[src/rtl/wr2_frame_sink_if.sv]
// Frame stream input (strobe, word, region select) and SDRAM write channel of wr2_frame_sink.
// The sink uses the slave view; the producer/SDRAM side uses the master view.
interface wr2_frame_sink_if #(
   parameter int DATA_W = 16,
   parameter int ADDR_W = 21
);
   logic              wr2;
   logic [DATA_W-1:0] wr2_data;
   logic [1:0]        frame_sel;
   logic              sdr_wr_req;
   logic [ADDR_W-1:0] sdr_addr;
   logic [DATA_W-1:0] sdr_data;
   logic              sdr_wr_ack;

   modport master (
      output wr2, wr2_data, frame_sel, sdr_wr_ack,
      input  sdr_wr_req, sdr_addr, sdr_data
   );

   modport slave (
      input  wr2, wr2_data, frame_sel, sdr_wr_ack,
      output sdr_wr_req, sdr_addr, sdr_data
   );
endinterface

[src/rtl/wr2_frame_sink.sv]
// Purpose: captures one frame from the unstallable wr2 stream and writes it to SDRAM ({sel, index} addressing).
// Latency: a strobe into an empty FIFO with an idle output stage drives req/addr/data the next cycle; 1 word/cycle sustained.
// Backpressure: FIFO absorbs ack stalls, overflowing words are dropped (sticky o_overflow). WR2_SINK_CHECKSUM_EN adds o_checksum.
module wr2_frame_sink #(
   parameter int DATA_W       = 16,
   parameter int FIFO_DEPTH   = 16,
   parameter int FRAME_PIXELS = 307200,
   parameter int ADDR_W       = 21
) (
   input  logic                  i_clk,
   input  logic                  i_rst,
   wr2_frame_sink_if.slave       bus,
   output logic                  o_busy,
   output logic                  o_frame_done,
   output logic                  o_overflow,
   output logic [18:0]           o_words_in,
   output logic [15:0]           o_checksum
);
   localparam int AW    = $clog2(FIFO_DEPTH);
   localparam int PW    = AW + 1;
   localparam int IDX_W = ADDR_W - 2;
   localparam logic [18:0]      LAST_WORD = 19'(FRAME_PIXELS - 1);
   localparam bit               ONE_WORD  = (FRAME_PIXELS == 1);
   localparam logic [IDX_W-1:0] IDX_ONE   = {{(IDX_W-1){1'b0}}, 1'b1};

   typedef enum logic [1:0] {IDLE, STREAM, DRAIN, DONE} state_t;

   typedef struct packed {
      logic              req;
      logic [ADDR_W-1:0] addr;
      logic [DATA_W-1:0] dat;
   } wr_stage_t;

   state_t            state_q, state_d;
   wr_stage_t         stage_q, stage_d;
   logic [1:0]        sel_q, sel_d;
   logic [18:0]       words_q, words_d;
   logic [IDX_W-1:0]  idx_q, idx_d;
   logic              ovf_q, ovf_d;
   logic [PW-1:0]     wr_ptr_q, wr_ptr_d, rd_ptr_q, rd_ptr_d;
   logic [DATA_W-1:0] mem_q [FIFO_DEPTH];

   logic             fifo_empty, fifo_full, ack_fire, start, take;
   logic             load, bypass, pop, fifo_wr, drop;
   logic [1:0]       sel_eff;
   logic [IDX_W-1:0] idx_eff;

   always_comb begin
      fifo_empty = (wr_ptr_q == rd_ptr_q);
      fifo_full  = (wr_ptr_q[AW] != rd_ptr_q[AW]) &&
                   (wr_ptr_q[AW-1:0] == rd_ptr_q[AW-1:0]);
      ack_fire   = stage_q.req && bus.sdr_wr_ack;
      start      = (state_q == IDLE) && bus.wr2;
      take       = start || ((state_q == STREAM) && bus.wr2);
      // Output stage refills when empty or being acked; an empty FIFO lets the incoming word bypass it.
      load       = (!stage_q.req || ack_fire) && (!fifo_empty || take);
      bypass     = load && fifo_empty;
      pop        = load && !fifo_empty;
      fifo_wr    = take && !bypass && (!fifo_full || pop);
      drop       = take && !bypass && !fifo_wr;
      sel_eff    = start ? bus.frame_sel : sel_q;
      idx_eff    = start ? '0 : idx_q;
   end

   always_comb begin
      state_d  = state_q;
      stage_d  = stage_q;
      sel_d    = sel_eff;
      idx_d    = idx_eff;
      words_d  = words_q;
      ovf_d    = ovf_q || drop;
      wr_ptr_d = wr_ptr_q + {{AW{1'b0}}, fifo_wr};
      rd_ptr_d = rd_ptr_q + {{AW{1'b0}}, pop};

      if (start) begin
         words_d = 19'd1;
         ovf_d   = 1'b0;
      end else if (take) begin
         words_d = words_q + 19'd1;
      end

      if (load) begin
         stage_d.req  = 1'b1;
         stage_d.addr = {sel_eff, idx_eff};
         stage_d.dat  = bypass ? bus.wr2_data : mem_q[rd_ptr_q[AW-1:0]];
         idx_d        = idx_eff + IDX_ONE;
      end else if (ack_fire) begin
         stage_d.req = 1'b0;
      end

      case (state_q)
         IDLE:    if (start) state_d = ONE_WORD ? DRAIN : STREAM;
         STREAM:  if (take && (words_q == LAST_WORD)) state_d = DRAIN;
         DRAIN:   if (fifo_empty && !stage_q.req) state_d = DONE;
         DONE:    state_d = IDLE;
         default: state_d = IDLE;
      endcase
   end

   always_ff @(posedge i_clk) begin
      if (i_rst) begin
         state_q  <= IDLE;
         stage_q  <= '0;
         sel_q    <= '0;
         idx_q    <= '0;
         words_q  <= '0;
         ovf_q    <= 1'b0;
         wr_ptr_q <= '0;
         rd_ptr_q <= '0;
      end else begin
         state_q  <= state_d;
         stage_q  <= stage_d;
         sel_q    <= sel_d;
         idx_q    <= idx_d;
         words_q  <= words_d;
         ovf_q    <= ovf_d;
         wr_ptr_q <= wr_ptr_d;
         rd_ptr_q <= rd_ptr_d;
      end
   end

   // Storage needs no reset: validity is carried entirely by the pointers.
   always_ff @(posedge i_clk) begin
      if (fifo_wr) mem_q[wr_ptr_q[AW-1:0]] <= bus.wr2_data;
   end

`ifdef WR2_SINK_CHECKSUM_EN
   logic [15:0] csum_q, csum_d;

   always_comb begin
      csum_d = csum_q;
      if (start)         csum_d = '0;
      else if (ack_fire) csum_d = csum_q + 16'(stage_q.dat);
   end

   always_ff @(posedge i_clk) begin
      if (i_rst) csum_q <= '0;
      else       csum_q <= csum_d;
   end

   assign o_checksum = csum_q;
`else
   assign o_checksum = '0;
`endif

   assign bus.sdr_wr_req = stage_q.req;
   assign bus.sdr_addr   = stage_q.addr;
   assign bus.sdr_data   = stage_q.dat;
   assign o_busy         = (state_q == STREAM) || (state_q == DRAIN);
   assign o_frame_done   = (state_q == DONE);
   assign o_overflow     = ovf_q;
   assign o_words_in     = words_q;
endmodule

[src/flat_wrapper.sv]
// flat-port wrapper written by rule: the top's interface ports become plain ports
module wr2_frame_sink_flat 
#(
   parameter int DATA_W       = 16,
   parameter int FIFO_DEPTH   = 16,
   parameter int FRAME_PIXELS = 307200,
   parameter int ADDR_W       = 21
)
  (i_clk, i_rst, o_busy, o_frame_done, o_overflow, o_words_in, o_checksum, bus_wr2, bus_wr2_data, bus_frame_sel, bus_sdr_wr_ack, bus_sdr_wr_req, bus_sdr_addr, bus_sdr_data);
  wr2_frame_sink_if #(.DATA_W(DATA_W), .ADDR_W(ADDR_W)) bus_i ();
  input  logic i_clk;
  input  logic i_rst;
  output logic o_busy;
  output logic o_frame_done;
  output logic o_overflow;
  output logic [18:0] o_words_in;
  output logic [15:0] o_checksum;
  input wire logic [$bits(bus_i.wr2)-1:0] bus_wr2;
  input wire logic [$bits(bus_i.wr2_data)-1:0] bus_wr2_data;
  input wire logic [$bits(bus_i.frame_sel)-1:0] bus_frame_sel;
  input wire logic [$bits(bus_i.sdr_wr_ack)-1:0] bus_sdr_wr_ack;
  output wire logic [$bits(bus_i.sdr_wr_req)-1:0] bus_sdr_wr_req;
  output wire logic [$bits(bus_i.sdr_addr)-1:0] bus_sdr_addr;
  output wire logic [$bits(bus_i.sdr_data)-1:0] bus_sdr_data;
  assign bus_i.wr2 = bus_wr2;
  assign bus_i.wr2_data = bus_wr2_data;
  assign bus_i.frame_sel = bus_frame_sel;
  assign bus_i.sdr_wr_ack = bus_sdr_wr_ack;
  assign bus_sdr_wr_req = bus_i.sdr_wr_req;
  assign bus_sdr_addr = bus_i.sdr_addr;
  assign bus_sdr_data = bus_i.sdr_data;
  wr2_frame_sink #(.DATA_W(DATA_W), .FIFO_DEPTH(FIFO_DEPTH), .FRAME_PIXELS(FRAME_PIXELS), .ADDR_W(ADDR_W)) u_core (.i_clk(i_clk), .i_rst(i_rst), .bus(bus_i), .o_busy(o_busy), .o_frame_done(o_frame_done), .o_overflow(o_overflow), .o_words_in(o_words_in), .o_checksum(o_checksum));
endmodule
[config.mk]
export PLATFORM = sky130hd
export DESIGN_NAME = wr2_frame_sink_flat
export DESIGN_NICKNAME = d
export VERILOG_FILES = /design/src/rtl/wr2_frame_sink_if.sv /design/src/rtl/wr2_frame_sink.sv /design/src/flat_wrapper.sv
export SDC_FILE = /design/constraint.sdc
export NUM_CORES = 1
export LEC_CHECK = 0
export ABC_AREA = 0
export BUFFER_PORTS_ARGS = -buffer_cell sky130_fd_sc_hd__buf_2
export CAP_MARGIN = 15
export CORE_UTILIZATION = 55
export DETAILED_ROUTE_END_ITERATION = 16
export PLACE_DENSITY_LB_ADDON = 0.08
export SETUP_SLACK_MARGIN = 0.2
export SYNTH_ARGS = -nofsm -noshare
export SYNTH_HDL_FRONTEND = slang
export SYNTH_SLANG_ARGS = --single-unit
[constraint.sdc]
create_clock -name i_clk -period 6.2 [get_ports i_clk]
set_input_delay 0.62 -clock i_clk [delete_from_list [all_inputs] [get_ports i_clk]]
set_output_delay 0.62 -clock i_clk [all_outputs]
set_load 0.01 [all_outputs]
=== Word level (Yosys, flattened, before mapping) ===
Memories as Yosys holds them, arrays and structs flattened. A register that Yosys moved wholly into a read port is not among the register bits.
Cells that the tools add are included.

* Register bits: 91
* Latch bits: 0
* Bits in writable memories: 256
* Memory bits (read-only): 0
* Input port bits: 22
* Output and inout bits: 76
* Logic and storage cells: 69
* Memories kept: 1

{| class="wikitable"
|+ Memory list
! memory !! depth !! bits a word !! rd ports !! clocked after memory_dff !! wr ports !! line !! RTL
|-
| u_core.mem_q || 16 || 16 || 1 || 1 || 1 || wr2_frame_sink.sv:41 || <nowiki>logic [DATA_W-1:0] mem_q [FIFO_DEPTH];</nowiki>
|}

* $add $sub $neg: 4
* Multipliers: 0
* Div/mod/pow operators: 0
* $lt $le $gt $ge: 0
* Equal/unequal tests: 10
* Shift-type cells: 0
* Mux-type cells: 15
* Bitwise operators: 0
* Reductions and logical operators: 28

{| class="wikitable"
|+ Operators by type and width
! operator !! number
|-
| adder 19 x 1 -> 19 bit (second input constant) || 2
|-
| two-way mux 19 bit || 2
|-
| equality test 19 bit (second input constant) || 1
|-
| two-way mux 16 bit || 1
|-
| logical AND 1 bit || 12
|-
| adder 5 x 1 -> 5 bit || 2
|-
| two-way mux 2 bit || 4
|-
| case mux 2 bit (4 select lines) || 1
|-
| logical OR 1 bit || 6
|-
| two-way mux 1 bit || 6
|-
| inequality test 2 x 1 -> 1 bit (second input constant) || 3
|-
| equality test 5 bit || 1
|-
| logical NOT 1 bit || 5
|-
| equality test 2 bit (second input constant) || 2
|-
| equality test 4 bit || 1
|-
| two-way mux 4 bit || 1
|-
| nonzero test 2 bit || 2
|-
| AND reduction 3 bit || 1
|-
| equality test 2 x 1 -> 1 bit (second input constant) || 1
|-
| logical NOT 2 bit || 1
|-
| OR reduction 2 bit || 1
|-
| inequality test 1 bit || 1
|}

=== Depth between registers and ports, before layout ===
Gate-level depths: netlist of run 1.

* Word-level depth: 12
* Mapped depth: 11

=== Least setup slack after synthesis of run 1 ===
Ideal clock, no wire load.

* Path type: input -> register
* Start: input port bus_sdr_wr_ack
* End: memory u_core.mem_q[4][0] (enable)
* Arrival: 2.484 ns
* Data required time: 5.791 ns
* Slack: 3.306 ns
* Stages on the path: 5
* Buffers on the path: 0
* Cell sequence: nand2b_1 -> xnor2_1 -> a21oi_2 -> nand3b_1 -> nor3_1

* Word-level cells in the longest chain between the ends: 9
* Elaborated cells on any way between the ends: 11

{| class="wikitable"
|+ RTL lines
! item !! line !! RTL
|-
| start, declared || flat_wrapper.sv:21 || <nowiki>input wire logic [$bits(bus_i.sdr_wr_ack)-1:0] bus_sdr_wr_ack;</nowiki>
|-
| logical AND 1 bit * || wr2_frame_sink.sv:52 || <nowiki>ack_fire = stage_q.req && bus.sdr_wr_ack;</nowiki>
|-
| logical OR 1 bit * || wr2_frame_sink.sv:56 || <nowiki>load = (!stage_q.req || ack_fire) && (!fifo_empty || take);</nowiki>
|-
| logical AND 1 bit * || wr2_frame_sink.sv:56 ||
|-
| logical AND 1 bit || wr2_frame_sink.sv:57 || <nowiki>bypass = load && fifo_empty;</nowiki>
|-
| logical NOT 1 bit || wr2_frame_sink.sv:59 || <nowiki>fifo_wr = take && !bypass && (!fifo_full || pop);</nowiki>
|-
| logical AND 1 bit || wr2_frame_sink.sv:59 ||
|-
| logical AND 1 bit * || wr2_frame_sink.sv:59 ||
|-
| two-way mux 1 bit * || wr2_frame_sink.sv:124 || <nowiki>if (fifo_wr) mem_q[wr_ptr_q[AW-1:0]] <= bus.wr2_data;</nowiki>
|-
| two-way mux 1 bit (implied by the code) * || wr2_frame_sink.sv:124 ||
|-
| end, declared || wr2_frame_sink.sv:41 ||
|}

Every way passes the cells marked *; elsewhere a longest branch is shown, timed or not.

=== Worst setup path in the final report of run 1 ===
* Start: register u_core.rd_ptr_q[2]
* End: memory u_core.mem_q[1][14] (enable)

* Word-level cells in the longest chain between the ends: 10
* Elaborated cells on any way between the ends: 15

{| class="wikitable"
|+ RTL lines
! item !! line !! RTL
|-
| start, declared || wr2_frame_sink.sv:40 || <nowiki>logic [PW-1:0] wr_ptr_q, wr_ptr_d, rd_ptr_q, rd_ptr_d;</nowiki>
|-
| start signal, assigned || wr2_frame_sink.sv:118 || <nowiki>rd_ptr_q <= rd_ptr_d;</nowiki>
|-
| equality test 5 bit || wr2_frame_sink.sv:49 || <nowiki>fifo_empty = (wr_ptr_q == rd_ptr_q);</nowiki>
|-
| logical NOT 1 bit || wr2_frame_sink.sv:56, wr2_frame_sink.sv:58 ||
|-
| logical OR 1 bit || wr2_frame_sink.sv:56 ||
|-
| logical AND 1 bit || wr2_frame_sink.sv:56 ||
|-
| logical AND 1 bit || wr2_frame_sink.sv:57 ||
|-
| logical NOT 1 bit || wr2_frame_sink.sv:59 ||
|-
| logical AND 1 bit || wr2_frame_sink.sv:59 ||
|-
| logical AND 1 bit * || wr2_frame_sink.sv:59 ||
|-
| two-way mux 1 bit * || wr2_frame_sink.sv:124 ||
|-
| two-way mux 1 bit (implied by the code) * || wr2_frame_sink.sv:124 ||
|}

Marks and branches as above.

==> metrics.md, run 1 <==
| Metric | Value |
|---|---|
| DPL Wire Length | `18400 um` |
| Die Wd | `162 um` |
| Tmin final | `3020 ps` |
| Relative max-transition margin | `33.6%` |
| Mean Syn Cell Area | `~16 um2` |
| Synth-to-Final Area Change | `12.7%` |
| Final antenna-violating net count | `0` |
| Die height | `162 um` |
| Clock sink total | `347` |
| CP max FO | `53` |
| Min-Delay Path Class | `in -> reg` |
| Total leakage power | `between 5 and 6 nW` |
| 1st-pass router iterations | `7` |
| PortBufs | `81` |
| Final nets | `1015` |
| First-pass GRT wire length | `46700 um` |
| # IOs | `98` |
| GPL Wtd Cong | `0.810` |
| Synth Instances | `891` |
| Hold depth | `3` |
| Reg clk slew, reported paths | `60 ps` |
| Final wirelength | `~30000 um` |
| DRC Markers | `0` |
| Htree depth | `2` |
| WP data required | `around 6400 ps` |
| Filler Cell Count | `1821` |
| Final setup fails | `0` |
| CTS Buf Count | `36` |
| Finished Core Util | `a little over three fifths` |
| # rows | `58` |
| Crit start category | `flip-flop` |
| FMAX | `332 MHz` |
| Critical path capture point type | `flip-flop` |
| Hold Path Sink | `u_core.sel_q[1]` |
| Most common library cell in the layout ignoring fill and taps | `edfxtp_1` |
| GR Overflow Total | `0` |
| Sequential area share after synthesis | `67.5%` |
| #FFs+latches synth | `347` |
| Die area | `26200 um2` |
| R2r setup slk | `3180 ps` |
| DR vias | `8087` |
| Hold_sp | `bus_frame_sel[1]` |
| Clock Skews | `13.6 ps` |
| RR Startpoint | `u_core.rd_ptr_q[2]` |
| Routed WL per cell | `22.6 um` |
| Ys async rst share | `0%` |
| Primary FF master, synth | `edfxtp_1` |
| Cts repair resizes | `0` |
| Hold Vio Cnt, Final | `0` |
| Vias in the first global route | `between 7000 and 8000` |
| Worst Path Arrival | `3200 ps` |
| Initial core utilization | `between 50% and 60%` |
| TritonCTS clock tree | `yes` |
| PnR Total Power | `0.00586 W` |
| Post-CTS setup buffers | `0` |
| Clk Latency, worst-skew pair | `520 ps` |
| VDD IR max | `299 uV` |
| Tightest Pin Transition | `993 ps` |
| Syn. warnings | `0` |
| Post-synth EDFFs | `approximately 260` |
| Antenna violations before repair | `0` |
| Worst r2r dst | `u_core.mem_q[1][14]` |
| Synthesized area | `between 10000 and 15000 um2` |
| Largest net degree at the start of global routing | `between 60 and 70` |
| Most frequent cells in the layout | `edfxtp_1, dfxtp_1, buf_2` |
| Hold Buf Count CTS | `0` |
| Period utilization | `48.6%` |
| CTS Buffer Depth | `3` |
| Setup TNS | `0 ps` |
| Synth unique cells | `64` |
| GRT Util Overall | `23.8%` |
| CP Class | `reg -> reg` |
| Root Buffer Master | `clkbuf_16` |
| Outcome | `finished, final reports clean` |
| ANT cells | `0` |
| Core ar. | `25200 um2` |
| Max_cap viols | `0` |
| Worst Reg-to-Reg Cells | `7` |
| Hold Slack | `397 ps` |
| Pins Over Slew Limit | `0` |
| Pwr Density | `370 nW/um2` |
| Drt first-iter violations | `854` |
| Layout cells sized above 1 | `between 20% and 30%` |
| Vias/cell | `6.04` |
| RSZ-0062 raised after global routing | `no` |
==> state kept, by name, summed over array words and instances (netlist names) <==
signal / cells
u_core.state_q: 2
u_core.rd_ptr_q: 5
u_core.wr_ptr_q: 5
u_core.o_overflow: 1
u_core.bus.sdr_wr_req: 1
u_core.o_words_in: 19
u_core.idx_q: 19
u_core.mem_q: 256
u_core.bus.sdr_addr: 21
u_core.sel_q: 2
u_core.bus.sdr_data: 16
==> synth_stat cells, drive strengths merged, types with 5 or more instances <==
master / count / area share, %
a211oi: 31 / 1.7
and3: 7 / 0.31
a221o: 14 / 1.0
a21oi: 40 / 1.4
nor2b: 21 / 0.93
ha: 11 / 0.98
and4: 6 / 0.37
nand2: 49 / 1.3
nor3: 10 / 0.39
clkbuf: 19 / 0.52
inv: 8 / 0.21
xnor2: 20 / 1.3
buf: 49 / 2.4
nor2: 52 / 1.4
nand3: 32 / 1.1
o31ai: 7 / 0.54
nand4: 7 / 0.42
o21ai: 7 / 0.28
xor2: 10 / 0.76
dfxtp: 91 / 13
edfxtp: 256 / 55
nand2b: 5 / 0.22
mux4: 64 / 10
a31oi: 6 / 0.31
mux2i: 22 / 1.6
==> kinds of logic (layout without fill, tap and decap cells) <==
kind of cell	after synthesis	count (layout)	share of synthesized area, %
buffers and inverters	77	180	3.19
xor gates and xnor gates	30	30	2.05
DFF	347	347	67.5
adders and majority gates	11	11	0.977
muxes	89	89	12.2
AOI/OAI and AO/OA	125	125	6.46
other	1	16	0.0266
and+or+nand+nor	211	211	7.59
==> stage by stage <==
stage / instance area [um2] / instances / setup WS [ps]
detailed placement: 14700 / 1274 / 3160
global route: 15900 / 1339 / 2950
global placement: 14700 / 1273 / 2860
floorplan: 14100 / 906 / 3310
CTS: 15900 / 1339 / 3150
finish: 15900 / 1339 / 3180
==> routing by layer <==
metal	vias to the layer above	global-route usage, %	routed length, um
met2	298	39.2	14700
li1	3639	-	-
met3	66	3.14	1750
met5	-	0	0
met4	0	7.25	763
met1	4084	33.2	13100
==> final cells by class <==
type	count	area (um2)	share of cell area, %
clock buffer	49	970	6.11
clock inverter	16	145	0.915
inverter	9	33.8	0.213
multi-input combinational	482	4190	26.4
sequential	347	9520	60.0
tap	330	413	2.60
timing repair buffer	106	593	3.74
==> report_power, final <==
group	leakage (nW)	switching (W)	total, W	internal [W]
sequential	3.04	0.000102	0.00271	0.00261
combinational	1.68	0.000659	0.00111	0.000449
clock	0.541	0.000860	0.00205	0.00119
total	5.27	0.00162	0.00586	0.00424
==> worst max-delay path: stages, from the launching register on <==
cell	delay [ps]
dfxtp_2	310
buf_4	650
xnor2_1	250
and4_1	310
a21oi_2	230
or3b_1	460
nor2_1	140
buf_4	320
==> worst max-delay path by stage <==
stage                                   from                endpoint  slack, ps
after detailed placement  u_core.rd_ptr_q[2]      u_core.mem_q[0][4]       3160
after floorplan               bus_sdr_wr_ack      u_core.mem_q[4][0]       3310
after global routing      u_core.rd_ptr_q[2]     u_core.mem_q[0][11]       2950
after CTS                 u_core.rd_ptr_q[2]     u_core.mem_q[0][15]       3150
after global placement    u_core.rd_ptr_q[1]  u_core.bus.sdr_data[3]       2860
final                     u_core.rd_ptr_q[2]     u_core.mem_q[1][14]       3180
Note: power is estimated with default switching activity, not from simulation.
==> inputs of run 2 (changes only) <==
CORE_UTILIZATION = 54   (was 55)
clock period = 2.7 ns   (was 6.2 ns; I/O delays follow)
==> run 2 against run 1 <==
  * Clock skew increased by 6.8 ps
  * Non-clock buffer count increased by 12
  * Power increased by 130%
  * Via count increased by 0.46%
==> metrics.md, run 2 (synthesis gave the netlist of run 1 again) <==
| Metric | Value |
|---|---|
| Largest net degree at the start of global routing | `63` |
| Root Buffer Master | `clkbuf_16` |
| WP data required | `2900 ps` |
| DRC Markers | `0` |
| Pwr Density | `about 840 nW/um2` |
| Hold Vio Cnt, Final | `0` |
| Outcome | `finished, final reports clean` |
| Most frequent cells in the layout | `edfxtp_1, dfxtp_1, buf_2` |
| Setup TNS | `0 ps` |
| Reg clk slew, reported paths | `60 ps` |
| Initial core utilization | `55.4%` |
| CP max FO | `16` |
| Post-CTS setup buffers | `0` |
| Clock sink total | `347` |
| DPL Wire Length | `18000 um` |
| CP Class | `reg -> reg` |
| CTS Buffer Depth | `3` |
| Final antenna-violating net count | `0` |
| Die Wd | `163 um` |
| CTS Buf Count | `37` |
| Die height | `163 um` |
| DR vias | `8124` |
| Vias in the first global route | `between 8000 and 9000` |
| Die area | `26700 um2` |
| Core ar. | `25400 um2` |
| Crit start category | `flip-flop` |
| First-pass GRT wire length | `45100 um` |
| Final wirelength | `29300 um` |
| Clk Latency, worst-skew pair | `510 ps` |
| Antenna violations before repair | `1` |
| Tmin final | `2410 ps` |
| Relative max-transition margin | `between 50 and 60%` |
| Vias/cell | `roughly 6.0` |
| Layout cells sized above 1 | `between 20% and 30%` |
| VDD IR max | `575 uV` |
| Placed Cells | `1286` |
| Final setup fails | `0` |
| Final cell count without fillers | `1351` |
| Number of flip-flops in the largest register | `~260` |
| Total leakage power | `between 5 and 6 nW` |
| Area taken by multi-input logic gates | `4210 um2` |
| GR Overflow Total | `0` |
| ANT cells | `0` |
| Filler Cell Count | `around 1900` |
| Worst Path Arrival | `2610 ps` |
| GRT Util Overall | `22.6%` |
| Tightest Pin Transition | `723 ps` |
| Drt first-iter violations | `about 620` |
| Most common library cell in the layout ignoring fill and taps | `edfxtp_1` |
| Period utilization | `roughly nine tenths` |
| TritonCTS clock tree | `yes` |
| 1st-pass router iterations | `5` |
| Synth-to-Final Area Change | `13.9%` |
| Htree depth | `2` |
| Sequential cell area | `9520 um2` |
| Final nets | `1028` |
| PortBufs | `81` |
| Routed WL per cell | `21.7 um` |
| Pins Over Slew Limit | `0` |
| # rows | `58` |
| Max_cap viols | `0` |
| Min-Delay Path Class | `in -> reg` |
| Critical path capture point type | `flip-flop` |
| FMAX | `415 MHz` |
| Hold Buf Count CTS | `0` |
| GPL Wtd Cong | `around 0.85` |
| Clock Skews | `between 20 and 25 ps` |
| RSZ-0062 raised after global routing | `no` |
| # IOs | `98` |
==> run 2: layout make-up <==
type,count,share of cell area (%)
flip-flops and latches,347,59.3
multi-input cells,482,26.2
clock buffers,48,6.22
repair buffers,118,4.70
well taps,330,2.57
clock inverters,17,0.741
inverters,9,0.211
==> run 2: worst max-delay path, cell delays in order (launching register included) <==
cell,delay [ps]
dfxtp_1,480
xnor2_1,170
and4_1,270
a21oi_2,260
or3b_1,480
nor2_1,180
buf_6,250
==> run 2: layer usage <==
layer | wire, um | global-route usage, % | share of wire [%]
met1 | 12700 | 30.6 | 43
met5 | 10 | 0 | 0.034
met4 | 868 | 8.12 | 3.0
met2 | 14200 | 37.2 | 48
met3 | 1540 | 3.45 | 5.3
==> run 2: report_power, final <==
group	internal [W]	total [W]	switching, W
registers	0.00599	0.00616	0.000170
logic	0.00110	0.00264	0.00154
clock network	0.00271	0.00466	0.00195
==> run 2: what timing repair did <==
item	CTS	global route
gates resized for setup	1	6
gates cloned	0	0
endpoints found under the setup margin	16	72
pin swaps	0	1
==> run 2: path summary, 6_finish.rpt <==
path                      startpoint                       to  slack (ps)  depth (start not counted)
max               u_core.wr_ptr_q[2]      u_core.mem_q[2][13]         290                          6
min                 bus_frame_sel[0]          u_core.sel_q[0]          30                          3
max reg2reg       u_core.wr_ptr_q[2]      u_core.mem_q[2][13]         290                          6
min reg2reg  u_core.bus.sdr_addr[14]  u_core.bus.sdr_addr[14]         450                          2
==> run 2: metrics by stage <==
step | utilization [%] | total power, W | cell area [um2] | setup slack [ps] | hold WS (ps)
2_1_floorplan | - | 0.00821 | 14200 | 108 | 369
3_3_place_gp | 58.7 | 0.00883 | 14900 | 294 | 439
3_5_place_dp | 58.7 | 0.00890 | 14900 | 187 | 444
4_1_cts | 63.1 | 0.0135 | 16000 | 205 | 14.7
5_1_grt | 63.2 | 0.0140 | 16000 | 200 | 37.6
6_report | 63.2 | 0.0135 | 16000 | 291 | 34.0
